[config.mk]
export PLATFORM = sky130hd
export DESIGN_NAME = chip8_mem_arb
export DESIGN_NICKNAME = d
export VERILOG_FILES = /design/src/rtl/chip8_mem_arb.sv
export SDC_FILE = /design/constraint.sdc
export NUM_CORES = 1
export LEC_CHECK = 0
export CORE_UTILIZATION = 24
export CTS_CLUSTER_SIZE = 40
export DETAILED_ROUTE_END_ITERATION = 8
export PLACE_DENSITY_LB_ADDON = 0.12
export SETUP_SLACK_MARGIN = 0.2
export SYNTH_ARGS = -nofsm -noshare
export SYNTH_HDL_FRONTEND = slang
export SYNTH_SLANG_ARGS = --single-unit
[constraint.sdc]
create_clock -name clk -period 1.7 [get_ports clk]
set_input_delay 0.17 -clock clk [delete_from_list [all_inputs] [get_ports clk]]
set_output_delay 0.17 -clock clk [all_outputs]
set_load 0.02 [all_outputs]
[src/rtl/chip8_mem_arb.sv]
// chip8_mem_arb: shares the CHIP-8 program memory between the instruction
// fetch port and the draw-engine read port, and hosts the UART program
// loader that streams a ROM image into memory starting at LOAD_BASE.
// Build option: define MEM_ARB_LOADER_EN to include the loader. Without it
// the block is a pure read arbiter; the loader inputs are ignored and every
// loader-related output is tied low.
module chip8_mem_arb #(
    parameter int ADDR_WIDTH   = 12,
    parameter int DATA_WIDTH   = 8,
    parameter int LOAD_BASE    = 512,
    parameter int IDLE_TIMEOUT = 1024,
    parameter int STARVE_MAX   = 15
) (
    input  logic                  clk,
    input  logic                  rst,
    input  logic                  f_req,
    input  logic [ADDR_WIDTH-1:0] f_addr,
    output logic                  f_gnt,
    output logic                  f_q_v,
    input  logic                  d_req,
    input  logic [ADDR_WIDTH-1:0] d_addr,
    output logic                  d_gnt,
    output logic                  d_q_v,
    output logic [DATA_WIDTH-1:0] q,
    input  logic [DATA_WIDTH-1:0] ld_d,
    input  logic                  ld_v,
    output logic                  mem_re,
    output logic [ADDR_WIDTH-1:0] mem_raddr,
    output logic                  mem_we,
    output logic [ADDR_WIDTH-1:0] mem_waddr,
    output logic [DATA_WIDTH-1:0] mem_d,
    input  logic [DATA_WIDTH-1:0] mem_q,
    output logic                  cpu_hold,
    output logic                  cpu_rst,
    output logic                  ld_ovf
);

`ifdef MEM_ARB_LOADER_EN
    localparam bit LOADER_EN = 1'b1;
`else
    localparam bit LOADER_EN = 1'b0;
`endif

    localparam int IDLE_W   = $clog2(IDLE_TIMEOUT + 1);
    localparam int STARVE_W = $clog2(STARVE_MAX + 1);

    localparam logic [ADDR_WIDTH-1:0] TOP_ADDR     = '1;
    localparam logic [ADDR_WIDTH-1:0] BASE_ADDR    = ADDR_WIDTH'(LOAD_BASE);
    localparam logic [IDLE_W-1:0]     IDLE_LAST    = IDLE_W'(IDLE_TIMEOUT - 1);
    localparam logic [STARVE_W-1:0]   STARVE_LIMIT = STARVE_W'(STARVE_MAX);

    typedef enum logic [1:0] {
        ST_RUN  = 2'd0,
        ST_LOAD = 2'd1,
        ST_DONE = 2'd2
    } state_t;

    state_t                state, state_nx;
    logic [ADDR_WIDTH-1:0] wr_ptr, wr_ptr_nx;
    logic                  ptr_full, ptr_full_nx;
    logic                  ovf, ovf_nx;
    logic [IDLE_W-1:0]     idle_cnt, idle_cnt_nx;
    logic [STARVE_W-1:0]   starve_cnt, starve_nx;
    logic                  f_q_v_r, d_q_v_r;

    logic                  grant_f, grant_d;
    logic                  we_c;
    logic [ADDR_WIDTH-1:0] waddr_c;
    logic                  hold_c, crst_c;

    // Next state, read arbitration, loader write decode and starvation
    // tracking. The write pointer carries a separate "full" flag so a write
    // to the top address can happen without the pointer ever wrapping.
    always_comb begin
        state_nx    = state;
        wr_ptr_nx   = wr_ptr;
        ptr_full_nx = ptr_full;
        ovf_nx      = ovf;
        idle_cnt_nx = idle_cnt;
        grant_f     = 1'b0;
        grant_d     = 1'b0;
        we_c        = 1'b0;
        waddr_c     = wr_ptr;
        hold_c      = 1'b0;
        crst_c      = 1'b0;
        starve_nx   = '0;

        case (state)
            ST_RUN: begin
                idle_cnt_nx = '0;
                if (d_req && !(f_req && (starve_cnt == STARVE_LIMIT))) begin
                    grant_d = 1'b1;
                end else if (f_req) begin
                    grant_f = 1'b1;
                end
                if (LOADER_EN && ld_v) begin
                    state_nx    = ST_LOAD;
                    we_c        = 1'b1;
                    waddr_c     = BASE_ADDR;
                    ovf_nx      = 1'b0;
                    ptr_full_nx = (BASE_ADDR == TOP_ADDR);
                    wr_ptr_nx   = (BASE_ADDR == TOP_ADDR) ? BASE_ADDR
                                                          : BASE_ADDR + 1'b1;
                end
            end
            ST_LOAD: begin
                hold_c = 1'b1;
                if (ld_v) begin
                    idle_cnt_nx = '0;
                    if (ptr_full) begin
                        ovf_nx = 1'b1;
                    end else begin
                        we_c    = 1'b1;
                        waddr_c = wr_ptr;
                        if (wr_ptr == TOP_ADDR) begin
                            ptr_full_nx = 1'b1;
                        end else begin
                            wr_ptr_nx = wr_ptr + 1'b1;
                        end
                    end
                end else if (idle_cnt == IDLE_LAST) begin
                    state_nx = ST_DONE;
                end else begin
                    idle_cnt_nx = idle_cnt + 1'b1;
                end
            end
            ST_DONE: begin
                hold_c      = 1'b1;
                crst_c      = 1'b1;
                idle_cnt_nx = '0;
                state_nx    = ST_RUN;
            end
            default: begin
                state_nx = ST_RUN;
            end
        endcase

        if (f_req && !grant_f) begin
            starve_nx = (starve_cnt == STARVE_LIMIT) ? starve_cnt
                                                     : starve_cnt + 1'b1;
        end
    end

    // State, loader and pipeline registers; the read-valid flags are a
    // one-cycle delay of the grants so they line up with mem_q.
    always_ff @(posedge clk) begin
        if (rst) begin
            state      <= ST_RUN;
            wr_ptr     <= BASE_ADDR;
            ptr_full   <= 1'b0;
            ovf        <= 1'b0;
            idle_cnt   <= '0;
            starve_cnt <= '0;
            f_q_v_r    <= 1'b0;
            d_q_v_r    <= 1'b0;
        end else begin
            state      <= state_nx;
            wr_ptr     <= wr_ptr_nx;
            ptr_full   <= ptr_full_nx;
            ovf        <= ovf_nx;
            idle_cnt   <= idle_cnt_nx;
            starve_cnt <= starve_nx;
            f_q_v_r    <= grant_f;
            d_q_v_r    <= grant_d;
        end
    end

    assign f_gnt     = grant_f;
    assign d_gnt     = grant_d;
    assign f_q_v     = f_q_v_r;
    assign d_q_v     = d_q_v_r;
    assign q         = mem_q;
    assign mem_re    = grant_f | grant_d;
    assign mem_raddr = grant_d ? d_addr : f_addr;
    assign mem_we    = LOADER_EN & we_c;
    assign mem_waddr = LOADER_EN ? waddr_c : '0;
    assign mem_d     = LOADER_EN ? ld_d : '0;
    assign cpu_hold  = LOADER_EN & hold_c;
    assign cpu_rst   = LOADER_EN & crst_c;
    assign ld_ovf    = LOADER_EN & ovf;

endmodule

==> results.yml <==
synthesis:
  yosys_warnings: 0
  cell_count_after_synthesis: 71
  mappedNetlistArea_um2: 671
  netlist_top_cells_area: "sky130_fd_sc_hd__buf_4, sky130_fd_sc_hd__dfxtp_1, sky130_fd_sc_hd__mux2_4"
  yosys_register_bits: 6
  synthesis.area_per_instance_um2: 9.45
  netlist.area_leader.share_pct: 35.8
  yosysSeqAreaShare_pct: 17.9
  synth_largest_area_cell: "sky130_fd_sc_hd__buf_4"
  synth.distinct_cells: 21
routing:
  detail_route.drc_violations: 0
  num_vias: 588
  wire_per_inst_um: 10.2
  ant_nets: 0
  via_per_inst: 3.95
  detail_route.first_pass.iterations: 2
  detail_route.wirelength_um: 1520
  detailedRoute.firstIterationViolations: 2
global_route:
  grt_max_degree: 9
  grtUsageTotal_pct: 10.2
  grt_antenna_before_repair: 0
  grt_overflow_total: 0
  grt_pass1_wl_um: 2140
  grt_pass1_vias: 505
worst_hold_path:
  worst_hold_path_type: "in2out"
  worstHoldEndpoint: "q[4]"
  hp-start: "mem_q[4]"
  hold_path_depth: 0
placed_design:
  hpwl_um: 1140
  placement.io_buffers: 44
  finalWeightedCongestion: 0.638
timing:
  final.period_utilization_pct: 97.5
  worst_clock_skew_ns: 0.00345
  final-max-slew-violation-count: 0
  clock.fmax_ghz: 0.603
  fin_hold_ws_ns: 0.340
  setup-violations-final: 0
  timing.final.crit_period_ns: 1.66
  rsz0062_at_grt: "true"
  timing_hold_violations_final: 0
critical_path:
  start_kind: "flop"
  regToRegSetupSlack_ns: 0.33
  critical_path.cell_chain: "ha_4, nand4_4, nand2_4, mux2_4, buf_6"
  worst_setup_path_startpoint: "starve_cnt[1]"
  regToRegEndpoint: "f_q_v"
  worst_path_largest_cell_delay_ns: 0.35
  critical_path.max_fanout: 6
  timing.critical_path.depth: 5
  endpoint_kind: "output pin"
  critical_path_arrival_ns: 1.49
  timing.rr.start: "starve_cnt[1]"
  kind_of_cell_adding_the_most_delay_to_the_critical_path: "flip-flops"
  reg2regPathDepth: 7
  critical_path_class: "reg2out"
  critPathSlowestCell: "sky130_fd_sc_hd__dfxtp_2"
  critical_path.n_buffers_inverters: 1
  required_time_of_the_worst_setup_path_ns: 1.53
clocking:
  tritoncts: "built"
  h_tree_lvl_count: 1
  cts_buffer_depth: 2
  cts.sink_count: 6
  clk_root_buffer_cell: "sky130_fd_sc_hd__clkbuf_4"
  clk_transition_reported_paths_ns: 0.05
  cts_hold_buf: 0
  worstSkewPairLatency_ns: 0.24
  cts_made_buffers: 3
floorplanning:
  num_rows: 18
  initial_core_util_pct: 26.1
  die-width_um: 54.9
  die_h_um: 54.9
  die_area_mm2: 0.00301
  boundaryPins: 94
  floorplan.core_area_mm2: 0.00257
flow_run:
  timing.max_cap.violations: 0
power_and_ir_drop:
  vdd.ir_drop.worst_mv: 0.363
  p_per_area_mw_per_mm2: 489
  post-layout-total-power_w: 0.000564
  power.static_leakage_nw: 0.566
layout:
  nNetsFinal: 167
  inserted_diodes: 0
  drive_above_1_share_pct: 41.2
  areaGrowthSynthToFinish_pct: 72.0
status:
  run_status: "finished clean"
[worst max-delay path by stage]
| stage | to |
|---|---|
| 2_1_floorplan | mem_raddr[4] |
| 3_3_place_gp | mem_raddr[2] |
| 3_5_place_dp | mem_raddr[2] |
| 4_1_cts | mem_raddr[7] |
| 5_1_grt | mem_raddr[6] |
| 6_report | mem_raddr[7] |
[cells by family after synthesis]
kind of cell,Yosys count,synth area share (%)
AND/OR/NAND/NOR,13,12.7
flip-flops,6,17.9
buffers and inverters,35,39.9
multiplexers,12,23.5
AO/OA/AOI/OAI,2,2.24
adder cells (fa/ha/maj),1,1.87
other,1,0.559
XOR/XNOR,1,1.31
[state kept, by name, indices dropped and copies added (netlist names)]
register,cells
d_q_v,1
starve_cnt,4
f_q_v,1
[power breakdown]
part	switching (W)	leakage [nW]	internal, W
Sequential	0.00000163	0.0498	0.000145
Clock	0.0000536	0.0138	0.0000800
Combinational	0.000132	0.502	0.000152
[metal layers]
metal	wire length [um]	vias up	track usage [%]
met4	0	0	3.85
met2	824	45	18.1
met5	0	-	0
met1	524	264	10.6
li1	-	279	-
met3	169	0	4.17
[cell usage after synthesis, drive strengths merged]
| cell type | n |
|---|---|
| dfxtp | 6 |
| inv | 2 |
| xnor2 | 1 |
| nand3 | 1 |
| nand2 | 1 |
| nor3 | 1 |
| nand3b | 1 |
| buf | 33 |
| conb | 1 |
| mux2 | 12 |
| nor2 | 4 |
| nand4 | 1 |
| or2 | 1 |
| nor3b | 1 |
| a31oi | 1 |
| ha | 1 |
| and2 | 1 |
| a31o | 1 |
| and3b | 1 |
[repair_timing]
item	in CTS	in global routing
pin swaps	4	2
endpoints found under the setup margin	15	14
cloned	1	0
setup buffers	2	1
resized for setup	99	2
endpoints found under the hold margin	0	0
[placed cells by master (no fill, tap or decap)]
| cell | n |
|---|---|
| sky130_fd_sc_hd__ha_4 | 1 |
| sky130_fd_sc_hd__and3b_1 | 1 |
| sky130_fd_sc_hd__clkdlybuf4s50_1 | 27 |
| sky130_fd_sc_hd__nor3b_1 | 1 |
| sky130_fd_sc_hd__buf_6 | 13 |
| sky130_fd_sc_hd__a31oi_1 | 1 |
| sky130_fd_sc_hd__nand4_4 | 1 |
| sky130_fd_sc_hd__nand3_1 | 1 |
| sky130_fd_sc_hd__dlygate4sd2_1 | 2 |
| sky130_fd_sc_hd__or2_2 | 1 |
| sky130_fd_sc_hd__dfxtp_1 | 4 |
| sky130_fd_sc_hd__conb_1 | 24 |
| sky130_fd_sc_hd__nand2_4 | 1 |
| sky130_fd_sc_hd__and2_4 | 1 |
| sky130_fd_sc_hd__clkbuf_4 | 3 |
| sky130_fd_sc_hd__nand2_8 | 1 |
| sky130_fd_sc_hd__nor2_1 | 4 |
| sky130_fd_sc_hd__inv_1 | 2 |
| sky130_fd_sc_hd__buf_4 | 11 |
| sky130_fd_sc_hd__xnor2_1 | 1 |
| sky130_fd_sc_hd__a31o_2 | 1 |
| sky130_fd_sc_hd__nor3_1 | 1 |
| sky130_fd_sc_hd__dfxtp_2 | 2 |
| sky130_fd_sc_hd__mux2_4 | 12 |
| sky130_fd_sc_hd__clkdlybuf4s15_2 | 1 |
| sky130_fd_sc_hd__nand3b_1 | 1 |
[through the flow]
step / worst slack, ns / cells / area (um^2) / util, % / setup TNS, ns
3_3_place_gp: -0.421 / 142 / 1030 / 40.0 / -5.21
2_1_floorplan: 0.222 / 94 / 757 / - / 0
6_report: 0.0419 / 149 / 1150 / 44.9 / 0
5_1_grt: -0.00402 / 149 / 1150 / 44.9 / -0.0182
3_5_place_dp: -0.436 / 142 / 1030 / 40.0 / -5.42
4_1_cts: 0.0150 / 148 / 1140 / 44.4 / 0
[area by class of cell]
class	count	area, um^2
Clock buffer	3	22.5
Inverter	2	7.51
Sequential cell	6	123
Timing Repair Buffer	54	528
Tap cell	30	37.5
Fill cell	250	1410
Multi-Input combinational cell	54	435
(Power assumes the default switching activity.)
==> RTL edit (same settings) <==
Set the localparam `LOADER_EN` to 1'b1 (it was 1'b0).
--- a/src/rtl/chip8_mem_arb.sv
+++ b/src/rtl/chip8_mem_arb.sv
@@ -40,3 +40,3 @@
 `else
-    localparam bit LOADER_EN = 1'b0;
+    localparam bit LOADER_EN = 1'b1;
 `endif
Behaviour: not the same (a bounded check fails within 4 cycles, from zero or initial values and one cycle with rst high).
==> RTL edit against the unedited design <==
The flow now finishes with violations (setup timing). Largest cell class is now multi-input gates. Combinational power rose to 10 times the old value. Power grew to 7.9 times the old value. Sequential cell count is 27 higher. Clock skew rose by 0.0021 ns. Worst setup slack worse by 0.29 ns. Worst hold slack unchanged. Sequential share of layout area up 4.8 points. Count of clock-buffer cells in the layout increased by 3. Register-to-register slack worse by 0.58 ns. Largest power group unchanged. Routed wire length rose to 5.3 times the old value. Clock power grew to 4.6 times the old value. Synthesized area grew to 3.4 times the old value. Cell area increased to 3.8 times the old value.
==> RTL edit: results (changes against the unedited design) <==
Timing
  • Total negative setup slack: -7.55 ns (was 0 ns)
  • Count of endpoints failing setup in the final report: 49 (was 0)
  • Minimum setup slack in the final design: -0.247 ns (was 0.0419 ns)

Worst hold path
  • Launch point of the worst hold path: mem_q[0] (was mem_q[4])

Global routing
  • Global Route Usage Sum: 16.7% (was 10.2%)
  • Number of global-route vias before repair: 2609 (was 505)
  • Largest net degree at the start of global routing: 16 (was 9)
  • Met3 Track Usage GR: 3.87% (was 4.17%)
  • Global-route wire length before repair: 13.0 mm (was 2.14 mm)

Critical path
  • Max Fanout on Critical Path: 4 (was 6)
  • Worst Reg-to-Reg Cells: 10 (was 7)
  • Crit path to: wr_ptr[2]$_SDFFE_PP0P_ (was mem_raddr[7])
  • Peak per-stage delay on the critical path: 0.50 ns (was 0.35 ns)
  • Worst EP arrival: 2.17 ns (was 1.49 ns)
  • Worst path slowest cell: sky130_fd_sc_hd__or4_4 (was sky130_fd_sc_hd__dfxtp_2)

Outcome
  • Violated checks: setup timing
  • Result of the run: complete, but fails checks (was completed)

Placement
  • Routability congestion estimate: 0.778 (was 0.638)
  • Number of port buffers: 61 (was 44)

Clock tree
  • Worst-path clk slew: 0.08 ns (was 0.05 ns)
  • Cells resized by post-CTS repair: 248 (was 99)
  • Clock Latency Late Sink: 0.29 ns (was 0.24 ns)
  • Setup repair bufs after CTS: 23 (was 2)

Logic synthesis
  • Fraction of synthesized cell area in xor and xnor cells: 0.384% (was 1.31%)
  • Count of different cell masters after synthesis: 54 (was 21)
  • Commonest cells in the synthesized netlist: sky130_fd_sc_hd__dfxtp_1, sky130_fd_sc_hd__nand2_1, sky130_fd_sc_hd__nor2_1 (was sky130_fd_sc_hd__buf_4, sky130_fd_sc_hd__dfxtp_1, sky130_fd_sc_hd__mux2_2, sky130_fd_sc_hd__mux2_4, sky130_fd_sc_hd__nor2_1)

Cells and area
  • Share of post-route cells with drive strength above 1: 52.0% (was 41.2%)
  • Number of cells in the finished layout apart from fillers: 552 (was 149)
  • FILL cells: 872 (was 250)

Drt
  • Total number of vias: 2670 (was 588)
  • Starting DRT DRC Count: 55 (was 2)

Power and ir drop
  • Worst vdd ir: 0.655 mV (was 0.363 mV)
## RTL edit: cell count changes in the layout (fill, tap and decap cells not counted), sizes merged, moves of 7 or more
cell | unedited run | this run
nand3 | 1 | 16
nor2 | 4 | 18
nand2 | 2 | 24
buf | 24 | 129
a31oi | 1 | 8
dfxtp | 6 | 33
ha | 1 | 8
and2 | 1 | 12
a21oi | 0 | 11
o21ai | 0 | 15
conb | 24 | 0
nand2b | 0 | 7
## RTL edit: power by group through the flow
stage	Clock, mW	Combinational (mW)	Sequential [mW]
after floorplan	0	1.08	0.906
after global placement	0	1.92	0.877
after detailed placement	0	1.92	0.878
after CTS	0.633	2.74	0.864
after global routing	0.657	3.15	0.871
final	0.612	2.96	0.866
## RTL edit: final cells by class
type | count | share of cell area, %
Multi-Input combinational cell | 212 | 42.8
Timing Repair Buffer | 162 | 35.5
Sequential cell | 33 | 15.4
Tap cell | 129 | 3.68
Clock buffer | 6 | 1.65
Inverter | 8 | 0.742
Clock inverter | 2 | 0.228
